**config.mk**
```make
export PLATFORM = sky130hd
export DESIGN_NAME = camera_config_sequencer
export DESIGN_NICKNAME = d
export VERILOG_FILES = /design/src/rtl/camera_config_sequencer.sv
export SDC_FILE = /design/constraint.sdc
export NUM_CORES = 1
export LEC_CHECK = 0
export BUFFER_PORTS_ARGS = -buffer_cell sky130_fd_sc_hd__buf_4
export CAP_MARGIN = 0
export CORE_ASPECT_RATIO = 0.6
export CORE_MARGIN = 2
export CORE_UTILIZATION = 45
export DETAILED_ROUTE_END_ITERATION = 7
export PLACE_DENSITY = 0.67
export SLEW_MARGIN = 10
export SYNTH_ARGS = -nofsm -noshare
export SYNTH_HDL_FRONTEND = slang
export SYNTH_SLANG_ARGS = --single-unit
```
**constraint.sdc**
```tcl
create_clock -name CLOCK -period 4.9 [get_ports CLOCK]
set_input_delay 0.245 -clock CLOCK [delete_from_list [all_inputs] [get_ports CLOCK]]
set_output_delay 0.245 -clock CLOCK [all_outputs]
set_load 0.02 [all_outputs]
```
**src/rtl/camera_config_sequencer.sv**
```systemverilog
// SCCB write-only master: walks an external register table and programs the camera,
// one 3-byte write per entry, with delay and end markers; raises DONE after a full pass.
module camera_config_sequencer #(
    parameter int unsigned QUARTER = 125,
    parameter int unsigned ADDR_W  = 8,
    parameter int unsigned DELAY_Q = 4000,
    parameter logic [7:0]  DEV_ID  = 8'h42
) (
    input  logic              CLOCK,
    input  logic              RESET,
    input  logic              START,
    output logic [ADDR_W-1:0] TABLE_ADDR,
    input  logic [15:0]       TABLE_DATA,
    output logic              SIOC,
    output logic              SIOD_OUT,
    output logic              SIOD_OE,
    output logic              BUSY,
    output logic              DONE
);
    typedef enum logic [3:0] {
        IDLE, FETCH, LATCH, START_C, BITS, STOP_C, GAP, DELAY, FINISH
    } state_t;

    localparam int unsigned QMAX = (DELAY_Q > 108) ? DELAY_Q : 108;
    localparam int unsigned CW   = $clog2(QUARTER);
    localparam int unsigned QW   = $clog2(QMAX);

    state_t              state, state_next;
    logic [CW-1:0]       cyc, cyc_next;
    logic [QW-1:0]       qtr, qtr_next;
    logic [26:0]         shift, shift_next;
    logic [ADDR_W-1:0]   addr_next;
    logic                qtr_end, advance, timed;
    logic [4:0]          bit_idx;
    logic                sioc_next, siod_next, oe_next, busy_next, done_next;

    assign qtr_end = (cyc == CW'(QUARTER - 1));
    assign timed   = state inside {START_C, BITS, STOP_C, GAP, DELAY};

    always_ff @(posedge CLOCK) begin
        if (RESET) begin
            state      <= IDLE;
            cyc        <= '0;
            qtr        <= '0;
            shift      <= '0;
            TABLE_ADDR <= '0;
            SIOC       <= 1'b1;
            SIOD_OUT   <= 1'b1;
            SIOD_OE    <= 1'b1;
            BUSY       <= 1'b0;
            DONE       <= 1'b0;
        end else begin
            state      <= state_next;
            cyc        <= cyc_next;
            qtr        <= qtr_next;
            shift      <= shift_next;
            TABLE_ADDR <= addr_next;
            SIOC       <= sioc_next;
            SIOD_OUT   <= siod_next;
            SIOD_OE    <= oe_next;
            BUSY       <= busy_next;
            DONE       <= done_next;
        end
    end

    always_comb begin
        state_next = state;
        addr_next  = TABLE_ADDR;
        shift_next = shift;
        advance    = 1'b0;
        case (state)
            IDLE, FINISH: begin
                if (START) begin
                    state_next = FETCH;
                    addr_next  = '0;
                end
            end
            FETCH: state_next = LATCH;
            LATCH: begin
                if (TABLE_DATA == 16'hFFFF) begin
                    state_next = FINISH;
                end else if (TABLE_DATA == 16'hFFF0) begin
                    state_next = DELAY;
                end else begin
                    state_next = START_C;
                    // Ack slots are loaded as 1; the line is released there anyway.
                    shift_next = {DEV_ID, 1'b1, TABLE_DATA[15:8], 1'b1, TABLE_DATA[7:0], 1'b1};
                end
            end
            START_C: if (qtr_end && qtr == QW'(3))   state_next = BITS;
            BITS:    if (qtr_end && qtr == QW'(107)) state_next = STOP_C;
            STOP_C:  if (qtr_end && qtr == QW'(3))   state_next = GAP;
            GAP:     if (qtr_end && qtr == QW'(3))   advance = 1'b1;
            DELAY:   if (qtr_end && qtr == QW'(DELAY_Q - 1)) advance = 1'b1;
            default: state_next = IDLE;
        endcase
        // The last table slot never wraps back to address 0.
        if (advance) begin
            if (TABLE_ADDR == '1) begin
                state_next = FINISH;
            end else begin
                state_next = FETCH;
                addr_next  = TABLE_ADDR + ADDR_W'(1);
            end
        end
        if (state_next != state || !timed) begin
            cyc_next = '0;
            qtr_next = '0;
        end else if (qtr_end) begin
            cyc_next = '0;
            qtr_next = qtr + QW'(1);
        end else begin
            cyc_next = cyc + CW'(1);
            qtr_next = qtr;
        end
    end

    always_comb begin
        sioc_next = 1'b1;
        siod_next = 1'b1;
        oe_next   = 1'b1;
        bit_idx   = 5'(qtr_next >> 2);
        busy_next = !(state_next inside {IDLE, FINISH});
        done_next = (state_next == FINISH);
        case (state_next)
            START_C: begin
                sioc_next = ~qtr_next[1];
                siod_next = (qtr_next[1:0] == 2'd0);
            end
            BITS: begin
                sioc_next = qtr_next[1];
                if (bit_idx == 5'd8 || bit_idx == 5'd17 || bit_idx == 5'd26) begin
                    oe_next = 1'b0;
                end else begin
                    siod_next = shift_next[5'd26 - bit_idx];
                end
            end
            STOP_C: begin
                sioc_next = (qtr_next[1:0] != 2'd0);
                siod_next = qtr_next[1];
            end
            default: ;
        endcase
    end
endmodule

```
== Word level (Yosys, flattened, before mapping) ==
Index checks and enable logic that the tools add are counted.

* Latch bits: 0
* Bits in writable memories: 0
* Output and inout bits: 13
* Memories kept: 0
* Input bits: 19
* Register bits: 63
* Bits in read-only memories: 0

* Shift operators: 0
* $add $sub $neg: 4
* Equal/unequal tests: 23
* Div/mod/pow operators: 0
* Muxes and demuxes: 27
* Multipliers: 0
* Bitwise logic cells: 2
* Reductions and logical operators: 19
* Magnitude comparators: 1

{| class="wikitable"
|+ Operator list
! operator !! number
|-
| $mux 27 || 3
|-
| $eq 16x16->1 const B || 2
|-
| $mux 8 || 4
|-
| $mux 4 || 7
|-
| $pmux 4 s7 || 1
|-
| $eq 4x3->1 const B || 6
|-
| $mux 7 || 2
|-
| $add 12x1->12 const B || 1
|-
| $eq 12x12->1 const B || 1
|-
| $eq 12x2->1 const B || 1
|-
| $eq 12x7->1 const B || 1
|-
| $eq 4x2->1 const B || 3
|-
| $eq 5x5->1 const B || 2
|-
| $add 8x1->8 const B || 1
|-
| $eq 4x4->1 const B || 2
|-
| $eq 8x8->1 const B || 1
|-
| $logic_not 4->1 || 2
|-
| $reduce_or 2->1 || 4
|-
| $add 7x1->7 const B || 1
|-
| $eq 7x7->1 const B || 1
|-
| $lt 5x6->1 const B || 1
|-
| $pmux 1 s3 || 2
|-
| $bmux 1 s5 || 1
|-
| $eq 5x4->1 const B || 1
|-
| 14 further kinds || 25
|}

== Depth between registers and ports, before layout ==
* Depth after elaboration: 13
* Depth in mapped cells: 21
* Gate-level depth less buffers: 18

== Worst setup path before layout ==
No wires, ideal clock.

* Path kind: reg-to-reg
* Start: register qtr[8]
* End: register SIOD_OUT
* Slack: 0.726 ns
* Cell stages (with the launch flop): 19
* Arrival time: 4.052 ns
* Period minus slack after synthesis: 4.174 ns
* Library setup time: 0.122 ns
* Cells stage by stage: dfxtp_1 -> or4_4 -> or4_1 -> nor3_1 -> a211oi_1 -> and3b_2 -> o31ai_4 -> and2_4 -> buf_6 -> buf_12 -> inv_1 -> ha_1 -> clkbuf_1 -> nand2_1 -> o21ai_0 -> mux2i_1 -> or3_1 -> and4_1 -> o32a_1

* Longest elaborated chain between the ends: 13
* Elaborated cells on any way between the ends: 31

{| class="wikitable"
|+ RTL lines
! element !! line !! RTL
|-
| start, declared || 30 || <nowiki>logic [QW-1:0] qtr, qtr_next;</nowiki>
|-
| start signal, assigned || 55 || <nowiki>qtr <= qtr_next;</nowiki>
|-
| $eq 12x2->1, or another cell as far along || 90, 92, 93 ||
|-
| $logic_and 1x1->1 (on tied branches) || -- ||
|-
| $mux 4, or another cell as far along || 92 || <nowiki>STOP_C: if (qtr_end && qtr == QW'(3)) state_next = GAP;</nowiki>
|-
| $pmux 4 s7 / $pmux 1 s2 (equally long branches) || 71 || <nowiki>case (state)</nowiki>
|-
| $mux 4 * || 98 || <nowiki>if (advance) begin</nowiki>
|-
| $ne 4x4->1 * || 106 || <nowiki>if (state_next != state || !timed) begin</nowiki>
|-
| $logic_or 1x1->1 * || 106 ||
|-
| $mux 7 * || 106 ||
|-
| named net qtr_next[2] || 30 ||
|-
| $sub 5x5->5, or another cell as far along || 135 || <nowiki>siod_next = shift_next[5'd26 - bit_idx];</nowiki>
|-
| $bmux 1 s5 / $logic_or 1x1->1 (equally long branches) || 135, 132 ||
|-
| $mux 1 (implied by the code) / $logic_or 1x1->1 (equally long branches) || 135, 132 ||
|-
| $mux 1 * || 132 || <nowiki>if (bit_idx == 5'd8 || bit_idx == 5'd17 || bit_idx == 5'd26) begin</nowiki>
|-
| $pmux 1 s3 * || 125 || <nowiki>case (state_next)</nowiki>
|-
| end signal, assigned || 59 || <nowiki>SIOD_OUT <= siod_next;</nowiki>
|-
| end, declared || 15 || <nowiki>output logic SIOD_OUT,</nowiki>
|}

Mark *: on every way through the listed nets, which the timed path passes. The rest lies on a longest branch. The select of a mux whose other input is x is not followed.
A chain may end at the register's enable or synchronous reset.

== Final worst setup path ==
* Start: register qtr[8]
* End: register SIOD_OUT

* Longest elaborated chain between the ends: 13
* Elaborated cells on any way between the ends: 31

{| class="wikitable"
|+ RTL lines
! element !! line
|-
| $eq 12x2->1, or another cell as far along || 90, 92, 93
|-
| $logic_and 1x1->1 (on tied branches) || --
|-
| $mux 4, or another cell as far along || 92
|-
| $pmux 4 s7 / $pmux 1 s2 (equally long branches) || 71
|-
| $mux 4 * || 98
|-
| $ne 4x4->1 || 106
|-
| $logic_or 1x1->1 || 106
|-
| $mux 7 || 106
|-
| $sub 5x5->5, or another cell as far along || 135
|-
| $bmux 1 s5 / $logic_or 1x1->1 (equally long branches) || 135, 132
|-
| $mux 1 (implied by the code) / $logic_or 1x1->1 (equally long branches) || 135, 132
|-
| $mux 1 || 132
|-
| $pmux 1 s3 * || 125
|}

Every way passes the cells marked *; elsewhere a longest branch is shown, timed or not. The select of a mux whose other input is x is not followed.

==> reports/results.ini <==
[run_status]
status = finished, final reports clean

[final_layout]
most-common-layout-cells = 67 x nor2_1, 63 x dfxtp_1, 32 x buf_4
nNetsFinal = 452
fin_area_sq_um = 4040
n_antenna_cell = 0
layout_commonest_cell = nor2_1
drive_gt1_share_pct = 17.0
syn2layout_area_growth_pct = 18.2
final_cells = 534

[setup_path]
worstSetupEndpointType = flip-flop
crit_path_start = qtr[8]
cpPeakStageDelay_ns = 0.58
path_class = flip-flop to flip-flop
rr_worst_depth = 13
critical_path.max_fanout = 14
r2r_start = qtr[8]
endpoint = SIOD_OUT
path_cells = or4_4 -> or4_1 -> nor3_1 -> a211oi_1 -> and3b_2 -> o31ai_4 -> and2_1 -> nand2b_1 -> ha_2 -> mux2_2 -> a31oi_1 -> a2111oi_4 -> o32a_1
cp.required_ns = 5.12
rrSetupSlack_ns = 0.41
arrival_ns = 4.71
cp-start-kind = flip-flop
r2r-end = SIOD_OUT
critPathSlowestCell = or4_4

[placement]
place_area_sq_um = 3680
dp_slack_ns = 0.335
gp_congestion = 0.881
dp_cells = 518
numPortBuffers = 31
hpwl_mm = 6.09

[drt]
via_count = 3014
dr.pass1.iters = 5
drt-total-wl_mm = 8.25
via_per_inst = 5.64
drt-wirelength-per-cell_microns = 15.4
drt_iter0_markers = 241
drc = 0
ant_nets = 0

[synthesis]
synth_cell_types = 64
yosysTopAreaCell = dfxtp_1
syn_area_sq_um = 3420
synth_edf_count = 0
syn_inst = 401
synth_area_leaders = dfxtp_1 37%, nor2_1 7.4%, mux2i_1 5.9%, nand2_1 3.3%, ha_1 2.9%
avgSynthCellArea_sq_um = 8.52
async_reset_ff_share_pct = 0
yosys_warnings = 0
netlist.area_leader.share_pct = 36.9
synth_flop_cell = dfxtp_1
synth.net_count = 428
ys_seq_elements = 63
yosysSeqAreaShare_pct = 36.9

[timing]
rsz0062_at_grt = false
slew_headroom_pct = 29.9
slew_violations = 0
setup_ws_ns = 0.409
worstMarginPinSlew_ns = 1.05
setup_tns_ns = 0
fin_skew_ns = 0.00666
clock.fmax_mhz = 223
timing_hold_violations_final = 0
period_share_pct = 91.7
finalSetupViolCount = 0
fin_crit_ns = 4.49

[power]
seq_power_share_pct = 38.5
p_clk_share_pct = 52.7
comb_power_share_pct = 8.8
power.switching_mw = 0.313
finalPower_mw = 1.40
powerDensity_nw_per_um2 = 347
p_int_mw = 1.09
ir_worst_vdd_mv = 0.232
static-leakage-power_nw = 1.58
switching_share_pct = 22.3

[die]
dieWidth_microns = 116
io_pins = 32
die-area_sq_um = 8330
initial_utilization_pct = 46.8
core_sq_um = 7300
fp.dieH_microns = 71.5
rows = 24

[min_path]
hp-class = primary input to flip-flop

[clock_tree]
insertion_delay_ns = 0.33
clk_pin_slew_ns = 0.06
cts-root-buf = clkbuf_16
cts_tree = built
cts.htree.levels = 3
hold_buffers = 0
cts_buffers = 9
cts.sinks = 63
clk_path_buf_depth = 2

[global_routing]
grt_pass1_vias = 2681
grt_max_degree = 40
gr-total-overflow = 0
grt_use_total_pct = 21.0
grt_pass1_wl_mm = 13.5
antenna_found_initial = 0

[run]
maxCapViolCount = 0

## power by group through the flow
stage	Sequential [mW]	Combinational, mW	Clock (mW)
floorplan	0.547	0.0857	0
global placement	0.550	0.121	0
detailed placement	0.550	0.122	0
CTS	0.539	0.122	0.750
global route	0.541	0.136	0.775
finish	0.539	0.124	0.740
## routing by layer
layer	routed length [microns]	global-route usage (%)
met1	4440	33.4
met2	3070	26.5
met3	635	6.35
met4	98	6.35
met5	0	0
## worst min path at each step
| stage | from | to | slack, ns | depth (start not counted) |
|---|---|---|---|---|
| 2_1_floorplan | TABLE_DATA[0] | shift[1] | 0.39 | 2 |
| 3_3_place_gp | shift[18] | shift[18] | 0.44 | 2 |
| 3_5_place_dp | shift[23] | shift[23] | 0.45 | 1 |
| 4_1_cts | TABLE_DATA[11] | shift[13] | 0.17 | 3 |
| 5_1_grt | TABLE_DATA[11] | shift[13] | 0.18 | 3 |
| 6_report | TABLE_DATA[11] | shift[13] | 0.17 | 3 |
## timing repair
| action | in CTS | in global routing |
|---|---|---|
| buffers inserted | 0 | 0 |
| setup endpoints to repair | 0 | 1 |
| resized for setup | 0 | 2 |
## sequential cells by signal, indices dropped and copies added, names as in the netlist
name,count
SIOD_OE,1
qtr,12
state,4
DONE,1
BUSY,1
cyc,7
SIOD_OUT,1
TABLE_ADDR,8
SIOC,1
shift,27
## cell families after synthesis
family	after synthesis	synth area share, %
AND/OR/NAND/NOR	189	28.9
flip-flops	63	36.9
multiplexers	27	8.82
buffers and inverters	30	4.25
adder cells (fa/ha/maj)	8	2.93
XOR/XNOR	18	4.61
AO/OA/AOI/OAI	66	13.6
## per-stage QoR
stage / hold WS, ns / util [%]
after floorplan: 0.389 / -
after global placement: 0.436 / 50.5
after detailed placement: 0.449 / 50.5
after CTS: 0.172 / 55.2
after global routing: 0.183 / 55.3
final: 0.174 / 55.3
## critical path, delay by kind of cell (launching register included)
family	cells	cell delay, ns
DFF	1	0.35
muxes	1	0.37
and+or+nand+nor	6	1.98
AOI/OAI and AO/OA	5	1.16
adders and majority gates	1	0.51
## final cells by class
class                   count  area [sq um]
clock buffers              10           239
clock inverters             6           108
fillers                   683          3260
inverters                  11          41.3
multi-input cells         308          2020
flip-flops and latches     63          1260
well taps                 104           130
repair buffers             32           240
## cells in the mapped netlist (8+ instances only)
| library cell | n |
|---|---|
| xor2_1 | 8 |
| nand2_1 | 30 |
| and3_1 | 10 |
| o21ai_0 | 20 |
| and2_1 | 11 |
| nor2_1 | 67 |
| mux2i_1 | 20 |
| inv_1 | 11 |
| ha_1 | 8 |
| dfxtp_1 | 63 |
| nand3_1 | 13 |
| a21oi_1 | 12 |
| xnor2_1 | 10 |
| clkbuf_1 | 13 |
| nand4_1 | 10 |
No activity file was read; power rests on OpenSTA's default activity.
